`src/rtl/i2c_master_bit_sequencer_if.sv`:
```
// Command-side handshake between the I2C master controller and
// the bit sequencer.
interface i2c_master_bit_sequencer_if;
  logic       cmd_valid;
  logic [1:0] cmd;
  logic       cmd_ready;
  logic       master_ack;
  logic       done;
  logic       rx_ack;
  logic       arb_lost;
  logic       busy;

  modport master (
    output cmd_valid, cmd, master_ack,
    input  cmd_ready, done, rx_ack, arb_lost, busy
  );

  modport slave (
    input  cmd_valid, cmd, master_ack,
    output cmd_ready, done, rx_ack, arb_lost, busy
  );
endinterface

```
`src/rtl/i2c_master_bit_sequencer.sv`:
```
// I2C master bit sequencer: START/WRITE/READ/STOP in quarter-bit phases.
// Optional slave clock stretching in phase C via I2C_CLOCK_STRETCH_EN.
module i2c_master_bit_sequencer #(
  parameter int unsigned QUARTER_DIV = 42
) (
  input  logic clk,
  input  logic rst,
  i2c_master_bit_sequencer_if.slave ctl,
  input  logic shift_out,
  output logic shift_load,
  output logic shift_strobe,
  output logic shift_in,
  output logic scl_out,
  output logic sda_out,
  input  logic scl_in,
  input  logic sda_in
);

  typedef enum logic [2:0] {
    IDLE, LOAD, START, BIT, ACK, STOP
  } state_t;

  localparam logic [1:0] CMD_START = 2'd0;
  localparam logic [1:0] CMD_WRITE = 2'd1;
  localparam logic [1:0] CMD_READ  = 2'd2;

  localparam logic [1:0] PH_A = 2'd0;
  localparam logic [1:0] PH_B = 2'd1;
  localparam logic [1:0] PH_C = 2'd2;
  localparam logic [1:0] PH_D = 2'd3;

  localparam logic [15:0] CNT_LAST = 16'(QUARTER_DIV - 1);

  state_t      state, state_d;
  logic [1:0]  ph, ph_d;
  logic [15:0] cnt, cnt_d;
  logic [2:0]  bits, bits_d;
  logic        rd, rd_d;
  logic        mack, mack_d;
  logic        scl_d, sda_d, sin_d;
  logic        rx_q, rx_d;
  logic        done_q, done_d;
  logic        arb_q, arb_d;
  logic        hold, last;

`ifdef I2C_CLOCK_STRETCH_EN
  assign hold = (ph == PH_C) && !scl_in;
`else
  logic unused_scl_in;
  assign unused_scl_in = scl_in;
  assign hold = 1'b0;
`endif

  assign last = (cnt == CNT_LAST) && !hold;

  assign ctl.cmd_ready = (state == IDLE);
  assign ctl.busy      = (state != IDLE);
  assign ctl.done      = done_q;
  assign ctl.arb_lost  = arb_q;
  assign ctl.rx_ack    = rx_q;

  assign shift_load   = (state == LOAD);
  assign shift_strobe = (state == BIT) && (ph == PH_D) && last;

  always_ff @(posedge clk) begin
    if (rst) begin
      state    <= IDLE;
      ph       <= PH_A;
      cnt      <= '0;
      bits     <= '0;
      rd       <= 1'b0;
      mack     <= 1'b0;
      scl_out  <= 1'b1;
      sda_out  <= 1'b1;
      shift_in <= 1'b0;
      rx_q     <= 1'b1;
      done_q   <= 1'b0;
      arb_q    <= 1'b0;
    end else begin
      state    <= state_d;
      ph       <= ph_d;
      cnt      <= cnt_d;
      bits     <= bits_d;
      rd       <= rd_d;
      mack     <= mack_d;
      scl_out  <= scl_d;
      sda_out  <= sda_d;
      shift_in <= sin_d;
      rx_q     <= rx_d;
      done_q   <= done_d;
      arb_q    <= arb_d;
    end
  end

  always_comb begin
    state_d = state;
    ph_d    = ph;
    cnt_d   = cnt;
    bits_d  = bits;
    rd_d    = rd;
    mack_d  = mack;
    scl_d   = scl_out;
    sda_d   = sda_out;
    sin_d   = shift_in;
    rx_d    = rx_q;
    done_d  = 1'b0;
    arb_d   = 1'b0;

    unique case (state)
      IDLE: begin
        if (ctl.cmd_valid) begin
          ph_d   = PH_A;
          cnt_d  = '0;
          bits_d = '0;
          rd_d   = (ctl.cmd == CMD_READ);
          mack_d = ctl.master_ack;
          unique case (ctl.cmd)
            CMD_START: state_d = START;
            CMD_WRITE: state_d = LOAD;
            CMD_READ:  state_d = BIT;
            default:   state_d = STOP;
          endcase
        end
      end
      LOAD: state_d = BIT;
      default: begin
        if (!hold) cnt_d = last ? '0 : cnt + 16'd1;
        if (last) begin
          ph_d = ph + 2'd1;
          if (ph == PH_C) begin
            if (state == BIT) begin
              sin_d = sda_in;
              arb_d = !rd && sda_out && !sda_in;
            end
            if (state == ACK && !rd) rx_d = sda_in;
          end
          if (ph == PH_D) begin
            if (state == BIT && bits != 3'd7) begin
              bits_d = bits + 3'd1;
            end else if (state == BIT) begin
              state_d = ACK;
            end else begin
              state_d = IDLE;
              done_d  = 1'b1;
            end
          end
        end
      end
    endcase

    if (arb_d) state_d = IDLE;

    // bus levels follow the phase about to run; write data re-samples all of A
    unique case (1'b1)
      arb_d: begin
        scl_d = 1'b1;
        sda_d = 1'b1;
      end
      state_d == START: begin
        scl_d = (ph_d == PH_A) ? scl_out : (ph_d != PH_D);
        sda_d = !ph_d[1];
      end
      state_d == STOP: begin
        scl_d = (ph_d != PH_A);
        sda_d = ph_d[1];
      end
      state_d == BIT: begin
        scl_d = ph_d[1];
        if (ph_d == PH_A) sda_d = rd_d ? 1'b1 : shift_out;
      end
      state_d == ACK: begin
        scl_d = ph_d[1];
        if (ph_d == PH_A) sda_d = rd_d ? mack_d : 1'b1;
      end
      default: ;
    endcase
  end

endmodule
```
`src/flat_wrapper.sv`:
```
// flat-port wrapper written by rule: the top's interface ports become plain ports
module i2c_master_bit_sequencer_flat 
#(
  parameter int unsigned QUARTER_DIV = 42
)
  (clk, rst, shift_out, shift_load, shift_strobe, shift_in, scl_out, sda_out, scl_in, sda_in, ctl_cmd_valid, ctl_cmd, ctl_master_ack, ctl_cmd_ready, ctl_done, ctl_rx_ack, ctl_arb_lost, ctl_busy);
  i2c_master_bit_sequencer_if ctl_i ();
  input  logic clk;
  input  logic rst;
  input  logic shift_out;
  output logic shift_load;
  output logic shift_strobe;
  output logic shift_in;
  output logic scl_out;
  output logic sda_out;
  input  logic scl_in;
  input  logic sda_in;
  input wire logic [$bits(ctl_i.cmd_valid)-1:0] ctl_cmd_valid;
  input wire logic [$bits(ctl_i.cmd)-1:0] ctl_cmd;
  input wire logic [$bits(ctl_i.master_ack)-1:0] ctl_master_ack;
  output wire logic [$bits(ctl_i.cmd_ready)-1:0] ctl_cmd_ready;
  output wire logic [$bits(ctl_i.done)-1:0] ctl_done;
  output wire logic [$bits(ctl_i.rx_ack)-1:0] ctl_rx_ack;
  output wire logic [$bits(ctl_i.arb_lost)-1:0] ctl_arb_lost;
  output wire logic [$bits(ctl_i.busy)-1:0] ctl_busy;
  assign ctl_i.cmd_valid = ctl_cmd_valid;
  assign ctl_i.cmd = ctl_cmd;
  assign ctl_i.master_ack = ctl_master_ack;
  assign ctl_cmd_ready = ctl_i.cmd_ready;
  assign ctl_done = ctl_i.done;
  assign ctl_rx_ack = ctl_i.rx_ack;
  assign ctl_arb_lost = ctl_i.arb_lost;
  assign ctl_busy = ctl_i.busy;
  i2c_master_bit_sequencer #(.QUARTER_DIV(QUARTER_DIV)) u_core (.clk(clk), .rst(rst), .ctl(ctl_i), .shift_out(shift_out), .shift_load(shift_load), .shift_strobe(shift_strobe), .shift_in(shift_in), .scl_out(scl_out), .sda_out(sda_out), .scl_in(scl_in), .sda_in(sda_in));
endmodule
```
`config.mk`:
```
export PLATFORM = sky130hd
export DESIGN_NAME = i2c_master_bit_sequencer_flat
export DESIGN_NICKNAME = d
export VERILOG_FILES = /design/src/rtl/i2c_master_bit_sequencer_if.sv /design/src/rtl/i2c_master_bit_sequencer.sv /design/src/flat_wrapper.sv
export SDC_FILE = /design/constraint.sdc
export NUM_CORES = 1
export LEC_CHECK = 0
export ABC_CLOCK_PERIOD_IN_PS = 3100
export CAP_MARGIN = 20
export CORE_ASPECT_RATIO = 2
export CORE_MARGIN = 5
export CORE_UTILIZATION = 40
export DETAILED_ROUTE_END_ITERATION = 12
export PLACE_DENSITY = 0.65
export REMOVE_ABC_BUFFERS = 1
export SYNTH_ARGS = -nofsm -noshare
export SYNTH_HDL_FRONTEND = slang
export SYNTH_SLANG_ARGS = --single-unit
```
`constraint.sdc`:
```
create_clock -name clk -period 3.1 [get_ports clk]
set_input_delay 0.62 -clock clk [delete_from_list [all_inputs] [get_ports clk]]
set_output_delay 0.62 -clock clk [all_outputs]
set_load 0.01 [all_outputs]
```
======== Word level (Yosys, flattened, before mapping) ========
Index checks and enable logic that the tools add are counted.
cells by class
  add/sub/neg operators ................... 3
  reduce and logical (&&, ||, !) cells .... 28
  equal/unequal tests ..................... 18
  multiplexer cells ....................... 35
  bitwise gates (word level) .............. 4
operators by type and width
  operator                                                count
  2-to-1 mux 16 bit                                       2
  one-hot mux 16 bit (2 select lines)                     1
  2-to-1 mux 3 bit                                        10
  adder 16 x 1 -> 16 bit (second input constant)          1
  == test 16 x 6 -> 1 bit (second input constant)         1
  2-to-1 mux 1 bit                                        14
  one-hot mux 3 bit (2 select lines)                      2
  == test 3 x 2 -> 1 bit (second input constant)          3
  == test 3 bit (second input constant)                   3
  one-hot mux 3 bit (3 select lines)                      1
  AND reduction 4 bit                                     2
  nonzero test 2 bit                                      4
  == test 2 bit (second input constant)                   3
  logical AND 1 bit                                       6
  inequality test 2 bit (second input constant)           3
  OR reduction 6 bit                                      1
  one-hot mux 1 bit (5 select lines)                      1
  AND reduction 5 bit                                     1
  nonzero test 5 bit                                      1
  logical NOT 2 bit                                       2
  2-to-1 mux 2 bit                                        2
  inequality test 2 x 1 -> 1 bit (second input constant)  2
  inverter 1 bit                                          4
  one-hot mux 1 bit (4 select lines)                      1
  13 further kinds                                        17
storage, ports and cells
  bits in registers ....................... 32
  output and inout port bits .............. 10
  bits of input ports ..................... 9
  logic and storage cells ................. 100

======== Logic depth before layout (Yosys ltp) ========
Gate-level depths: netlist of the first run.
  word-level depth ........................ 12
  depth in mapped cells ................... 9
  depth with buffers taken out ............ 9

======== Worst setup path after synthesis of the first run ========
No wires, ideal clock.
  kind .................................... register to register
  from .................................... register u_core.ph[0]
  to ...................................... register u_core.scl_out
  setup time .............................. 0.122 ns
  buffers on the path ..................... 0
  stages on the path, launching flop included .. 8
  arrival ................................. 2.422 ns
  data required time ...................... 2.978 ns
  setup slack ............................. 0.556 ns
  clock period less this slack ............ 2.544 ns
  cell sequence ........................... dfxtp_1 ha_1 or4b_2 nor4_4 mux2i_1 or3_4 o211a_1 a311o_1
on the way
  cells in the longest elaborated chain, start to end .. 9
  elaborated cells between the ends (all ways) .. 26
  classes of those cells .................. 1 x add/sub; 8 x eq/ne; 12 x mux; 5 x reduce/logical
RTL lines
  what                                                                           RTL line                                                          RTL
  from (decl)                                                                    i2c_master_bit_sequencer.sv:35                                    logic [1:0] ph, ph_d;
  from (signal assigned)                                                         i2c_master_bit_sequencer.sv:81                                    ph <= ph_d;
  == test 2 bit, on equally long branches                                        i2c_master_bit_sequencer.sv:137, i2c_master_bit_sequencer.sv:130
  2-to-1 mux 3 bit / 2-to-1 mux 1 bit (equally long branches)                    i2c_master_bit_sequencer.sv:137, i2c_master_bit_sequencer.sv:130
  2-to-1 mux 3 bit / 2-to-1 mux 1 bit (equally long branches)                    i2c_master_bit_sequencer.sv:128                                   if (last) begin
  one-hot mux 3 bit (2 select lines) / 2-to-1 mux 1 bit (equally long branches)  i2c_master_bit_sequencer.sv:109                                   unique case (state)
  2-to-1 mux 3 bit                                                               i2c_master_bit_sequencer.sv:151                                   if (arb_d) state_d = IDLE;
  == test 3 bit / == test 3 x 2 -> 1 bit (equally long branches)                 i2c_master_bit_sequencer.sv:171, i2c_master_bit_sequencer.sv:167
  OR reduction 2 bit (no source line)                                            -
  nonzero test 4 bit (no source line)                                            -
  AND reduction 2 bit (no source line)                                           -
  to (signal assigned)                                                           i2c_master_bit_sequencer.sv:86                                    scl_out <= scl_d;
  to (decl)                                                                      i2c_master_bit_sequencer.sv:13                                    output logic scl_out,
Parallel ways exist; a longest one is shown, timed or not. The select of a mux whose other input is x is not followed.
A chain may end at the register's enable or synchronous reset.

======== Worst setup path after layout of the first run ========
  from .................................... register u_core.cnt[2]
  to ...................................... output port shift_strobe
on the way
  cells in the longest elaborated chain, start to end .. 2
RTL lines
  what                     RTL line                        RTL
  from (decl)              i2c_master_bit_sequencer.sv:36  logic [15:0] cnt, cnt_d;
  from (signal assigned)   i2c_master_bit_sequencer.sv:82  cnt <= cnt_d;
  == test 16 x 6 -> 1 bit  i2c_master_bit_sequencer.sv:54  assign last = (cnt == CNT_LAST) && !hold;
  logical AND 1 bit        i2c_master_bit_sequencer.sv:63  assign shift_strobe = (state == BIT) && (ph == PH_D) && last;
  to (decl)                flat_wrapper.sv:12              output logic shift_strobe;
No other way between the ends.

==> run_results.csv, run 1 <==
group,metric,value,unit
grt,antenna_found_initial,0,
placed_design,hpwl,3.48,mm
setup_path,critPathSlowestCell,"or4b_4",
sta,finalSetupViolCount,0,
sta,fin_crit,2.96,ns
setup_path,path_class,"flip-flop to output pin",
setup_path,critPathMaxStageDelay,0.60,ns
synthesis,ys.flop_type,"dfxtp_1",
clock_network,cts.path.max_buffers,2,
synthesis,ys_seq_area_share,34.8,%
synthesis,synth.avg_cell_area,8.26,um^2
setup_path,path_max_fanout,7,
job,drv_cap,0,
synthesis,synth_seq_cells,32,
routing,ant_nets,0,
sta,post-route-period-util,95.6,%
setup_path,cp.required,2.48,ns
clock_network,ctsHtreeMaxLevel,2,
placed_design,dp.cells,291,
setup_path,cp.arrival,2.34,ns
routing,drc,0,
floorplanning,start_util,40.5,%
sta,slew_headroom,47.4,%
synthesis,synth-warning-count,0,
power,p_leak,0.802,nW
floorplanning,die_x,58.0,um
power,peakVddDrop,0.236,mV
grt,grt_pass1_wl,7.38,mm
routing,dr.pass1.iters,4,
clock_network,cts_tree,"done",
placed_design,place_congestion,0.906,
setup_path,worst-path-buf-inv,2,
sta,fmax,337,MHz
finish,layout.cells.non_filler,299,
synthesis,syn_inst,223,
clock_network,hold_buffers,0,
setup_path,start_kind,"flip-flop",
synthesis,yosysUniqueCellTypes,54,
setup_path,end_kind,"output pin",
grt,grt_max_degree,19,
power,power,940,uW
placed_design,port-buffer-count,17,
finish,nNetsFinal,258,
sta,tightest_slew,0.783,ns
setup_path,crit_chain,"or4b_4 > nor4_4 > nand3_1 > inv_1 > clkdlybuf4s50_1",
sta,hold_violations,0,
routing,vias,1688,
placed_design,place_ws,0.308,ns
synthesis,synthesis.area,1840,um^2
sta,fin_ws,0.136,ns
routing,routed_wl,4.38,mm
status,outcome,"finished, final reports clean",
clock_network,numCtsBuffers,5,
sta,drv_slew,0,
worst_hold_path,hold_class,"flip-flop to flip-flop",
routing,wire_per_inst,14.7,um
floorplanning,io_pins,19,
sta,clock_skew,0.00736,ns
routing,via_per_inst,5.65,
floorplanning,dieArea,6150,um^2
routing,drt-initial-drc-count,25,
synthesis,synthArstFlopShare,0,%
sta,finalSetupTns,0,ns
clock_network,cts-resized-gates,0,
floorplanning,num_rows,35,
grt,gr-usage-all-layers,15.2,%
finish,drive_gt1_share,8.20,%
synthesis,synth_edf_count,0,
clock_network,cts_root_buffer,"clkbuf_8",
finish,diodes,0,
grt,grt_remaining_overflow,0,
clock_network,clk_latency,0.28,ns
floorplanning,coreArea,4550,um^2
power,power_density,435,nW/um^2
finish,syn_to_final_growth,17.2,%
floorplanning,die_h,106,um
setup_path,cp_top_family,"simple AND/OR/NAND/NOR gates",
clock_network,clkSlewWorstSetupHoldPaths,0.07,ns
clock_network,post_cts_buffers,0,
clock_network,cts_sinks,32,
grt,grt_pass1_vias,1684,
sta,rsz0062_at_grt,"false",
-- cells in the final DEF (no fill, tap or decap), drive strengths merged, types with 3 or more instances in the layout --
cell type,count
xor2,6
inv,12
clkdlybuf4s50,17
nor3,12
a21oi,8
nor4,6
nand3,7
o22ai,3
nand2,15
o21ai,13
xnor2,4
nand4,8
clkbuf,8
ha,6
or3,5
buf,3
and3,3
mux2i,5
nor2,32
dfxtp,32
a31oi,3
-- where the power goes --
group          internal, mW  switching, mW
registers             0.424         0.0177
clock network         0.181          0.149
logic                0.0732         0.0944
-- path summary, 6_finish.rpt --
kind / from / to / slack (ns) / depth (start not counted)
min reg2reg: u_core.mack$_SDFF_PP0_ / u_core.mack$_SDFF_PP0_ / 0.45 / 2
max: u_core.cnt[2]$_SDFFE_PP0P_ / shift_strobe / 0.14 / 5
max reg2reg: u_core.ph[0]$_SDFF_PP0_ / u_core.scl_out$_SDFFE_PP1P_ / 0.30 / 7
min: u_core.mack$_SDFF_PP0_ / u_core.mack$_SDFF_PP0_ / 0.45 / 2
-- state kept, by name, indices dropped and copies added (netlist names), 2 cells and up --
name / flops
u_core.state: 3
u_core.cnt: 16
u_core.ph: 2
u_core.bits: 3
-- worst reg2reg max path, delay by kind of cell, from the launching register on --
family | cells | cell delay [ns]
mux | 1 | 0.19
compound gates | 2 | 0.54
fa+ha+maj | 1 | 0.28
flops | 1 | 0.42
simple gates | 3 | 1.26
-- cell usage after synthesis (3+ instances only) --
library cell / count / area share (%)
a21oi_1: 8 / 2.2
xor2_1: 6 / 2.9
o21ai_0: 10 / 2.7
inv_1: 12 / 2.4
dfxtp_1: 32 / 35
mux2i_1: 5 / 2.7
ha_1: 6 / 4.1
nand3_1: 7 / 1.9
xnor2_1: 4 / 1.9
nand2_1: 15 / 3.1
nor2_1: 32 / 6.5
nand4_1: 8 / 2.7
o22ai_1: 3 / 1.0
o21ai_1: 3 / 0.81
clkbuf_1: 5 / 1.0
a31oi_1: 3 / 1.0
nor4_1: 4 / 1.4
or3_1: 4 / 1.4
nor3_1: 12 / 3.3
-- per-stage QoR --
| stage | hold WS, ns | utilization (%) | cell area, um^2 |
|---|---|---|---|
| 2_1_floorplan | 0.425 | - | 1810 |
| 3_3_place_gp | 0.438 | 45.5 | 2070 |
| 3_5_place_dp | 0.445 | 45.5 | 2070 |
| 4_1_cts | 0.454 | 47.4 | 2160 |
| 5_1_grt | 0.487 | 47.4 | 2160 |
| 6_report | 0.453 | 47.4 | 2160 |
-- area by class of cell --
type                    instances  area [um^2]
fillers                       469         2390
multi-input cells             172         1120
flip-flops and latches         32          641
repair buffers                 20          193
clock buffers                   8         90.1
well taps                      55         68.8
inverters                      12         45.0
-- cell families after synthesis --
| group | Yosys count | share of synthesized area [%] |
|---|---|---|
| simple gates | 106 | 33.5 |
| compound gates | 45 | 15.9 |
| flops | 32 | 34.8 |
| buf+inv | 19 | 4.28 |
| xor+xnor | 10 | 4.75 |
| fa+ha+maj | 6 | 4.07 |
| mux | 5 | 2.72 |
-- metal layers --
layer,routed length [um],GRT usage [%],vias up
met5,0,0,-
met4,210,9.78,0
met3,119,2.43,16
met2,2420,28.5,28
met1,1630,14.4,794
li1,-,-,850
(Power assumes the default switching activity.)
==> run 2, diff against run 1 <==
--- a/config.mk
+++ b/config.mk
@@ -13,6 +13,7 @@
 export DETAILED_ROUTE_END_ITERATION = 12
 export PLACE_DENSITY = 0.65
 export REMOVE_ABC_BUFFERS = 1
+export SKIP_LAST_GASP = 1
 export SYNTH_ARGS = -nofsm -noshare
 export SYNTH_HDL_FRONTEND = slang
 export SYNTH_SLANG_ARGS = --single-unit
==> results of run 2 <==
Same layout as run 1: the final DEF is identical, and so are final timing and power.
==> run 3, diff against run 2 <==
--- a/config.mk
+++ b/config.mk
@@ -9,9 +9,9 @@
 export CAP_MARGIN = 20
 export CORE_ASPECT_RATIO = 2
 export CORE_MARGIN = 5
-export CORE_UTILIZATION = 40
+export CORE_UTILIZATION = 30
 export DETAILED_ROUTE_END_ITERATION = 12
-export PLACE_DENSITY = 0.65
+export PLACE_DENSITY = 0.53
 export REMOVE_ABC_BUFFERS = 1
 export SKIP_LAST_GASP = 1
 export SYNTH_ARGS = -nofsm -noshare
==> run_results.csv, run 3 (synthesis gave the netlist of run 1 again) <==
group,metric,value,unit
setup_path,start_kind,"flip-flop",
routing,dr.pass1.iters,4,
setup_path,rr_worst_depth,7,
sta,whs,0.453,ns
power,pwr-share-seq,41.1,%
setup_path,r2r_slack,0.31,ns
placed_design,hpwl,3.70,mm
setup_path,end_kind,"output pin",
routing,vias,1683,
sta,slew_headroom,65.8,%
clock_network,numCtsBuffers,5,
setup_path,rr_startpoint,"u_core.ph[0]$_SDFF_PP0_",
clock_network,clk_latency,0.28,ns
sta,hold_violations,0,
finish,nNetsFinal,259,
floorplanning,die_h,121,um
placed_design,port-buffer-count,17,
clock_network,clkSlewWorstSetupHoldPaths,0.05,ns
clock_network,cts.path.max_buffers,2,
worst_hold_path,hold_depth,2,
finish,largest_register_ffs,16,
status,outcome,"finished, final reports clean",
power,p_sw_share,26.4,%
power,power_density,483,nW/um^2
floorplanning,io_pins,19,
sta,finalSetupTns,0,ns
setup_path,cp.required,2.48,ns
setup_path,path_class,"flip-flop to output pin",
floorplanning,dieArea,7910,um^2
clock_network,ctsHtreeMaxLevel,2,
grt,grt_max_degree,20,
finish,final_cell_mix,"nor2_1, dfxtp_1, clkdlybuf4s50_1, nand2_1",
grt,grt_pass1_vias,1641,
grt,antenna_found_initial,0,
sta,rsz0062_at_grt,"false",
power,p_leak,0.828,nW
sta,fmax,340,MHz
grt,gr-usage-all-layers,13.1,%
sta,drv_slew,0,
routing,routed_wl,4.71,mm
grt,grt_pass1_wl,7.85,mm
clock_network,post_cts_buffers,0,
floorplanning,num_rows,40,
sta,clock_skew,0.00341,ns
finish,regMostFlops,"u_core.cnt",
clock_network,cts-resized-gates,0,
placed_design,place_congestion,0.876,
setup_path,path_max_fanout,7,
sta,post-route-period-util,95.0,%
setup_path,cp.arrival,2.33,ns
worst_hold_path,hold_class,"flip-flop to flip-flop",
finish,syn_to_final_growth,20.8,%
routing,drt-initial-drc-count,77,
floorplanning,die_x,65.4,um
clock_network,cts_tree,"done",
finish,top_regs,"u_core.cnt: 16 flops, u_core.bits: 3 flops, u_core.state: 3 flops",
power,pwr-share-clk,42.8,%
floorplanning,start_util,30.7,%
power,p_int,792,uW
finish,n_fill_cell,610,
setup_path,r2r_end,"u_core.scl_out$_SDFFE_PP1P_",
worst_hold_path,hold_start,"u_core.mack$_SDFF_PP0_",
worst_hold_path,holdPathEnd,"u_core.mack$_SDFF_PP0_",
clock_network,cts_sinks,32,
grt,grt_remaining_overflow,0,
job,drv_cap,0,
floorplanning,coreArea,6010,um^2
routing,wire_per_inst,15.3,um
finish,drive_gt1_share,9.02,%
routing,via_per_inst,5.48,
clock_network,hold_buffers,0,
setup_path,critPathSlowestCell,"or4b_4",
routing,drc,0,
setup_path,critPathMaxStageDelay,0.60,ns
power,peakVddDrop,0.208,mV
sta,tightest_slew,0.511,ns
sta,finalSetupViolCount,0,
power,p_comb_share,16.1,%
sta,fin_crit,2.95,ns
power,p_switching,284,uW
finish,diodes,0,
routing,ant_nets,0,
clock_network,cts_root_buffer,"clkbuf_16",
setup_path,crit_chain,"or4b_4 > nor4_4 > nand3_2 > inv_1 > clkdlybuf4s50_1",
[run 3: power by group through the flow]
stage,clock network (mW),registers (mW),logic [mW]
6_report,0.460,0.443,0.173
5_1_grt,0.489,0.445,0.193
4_1_cts,0.476,0.442,0.174
3_5_place_dp,0,0.451,0.173
3_3_place_gp,0,0.451,0.172
2_1_floorplan,0,0.448,0.105
[run 3: worst max path at each step]
| stage | startpoint | depth (start not counted) | slack, ns | to |
|---|---|---|---|---|
| after floorplan | u_core.ph[0]$_SDFF_PP0_ | 7 | 0.56 | u_core.scl_out$_SDFFE_PP1P_ |
| after global placement | u_core.ph[0]$_SDFF_PP0_ | 7 | 0.35 | u_core.scl_out$_SDFFE_PP1P_ |
| after detailed placement | ctl_cmd[0] | 7 | 0.34 | u_core.scl_out$_SDFFE_PP1P_ |
| after CTS | u_core.cnt[2]$_SDFFE_PP0P_ | 5 | 0.09 | shift_strobe |
| after global routing | u_core.cnt[2]$_SDFFE_PP0P_ | 5 | 0.02 | shift_strobe |
| final | u_core.cnt[2]$_SDFFE_PP0P_ | 5 | 0.15 | shift_strobe |
[run 3: final cells by class]
class                   instances  area (um^2)  area share, %
clock buffers                   6          129           5.79
inverters                      12         45.0           2.02
multi-input cells             172         1130           50.7
flip-flops and latches         32          641           28.8
repair buffers                 21          200           8.99
clock inverters                 1         5.00          0.225
well taps                      63         78.8           3.54
[run 3: per-stage QoR]
step	utilization [%]	setup WS, ns	instance area, um^2	power [mW]	std cells
2_1_floorplan	-	0.556	1810	0.553	216
3_3_place_gp	34.8	0.354	2090	0.623	300
3_5_place_dp	34.8	0.337	2090	0.624	300
4_1_cts	37.0	0.0941	2220	1.09	307
5_1_grt	37.1	0.0214	2230	1.13	307
6_report	37.1	0.155	2230	1.08	307
[run 3: worst max-delay path, delay by kind of cell (launching register included)]
family / cells / cell delay, ns
simple gates: 3 / 1.06
flops: 1 / 0.38
buf+inv: 2 / 0.61
[run 3: per-layer routing]
layer / track usage, % / vias up / share of wire, %
li1: - / 855 / -
met1: 12.1 / 792 / 36
met2: 24.5 / 23 / 56
met3: 2.79 / 13 / 2.6
met4: 8.70 / 0 / 4.4
met5: 0 / - / 0
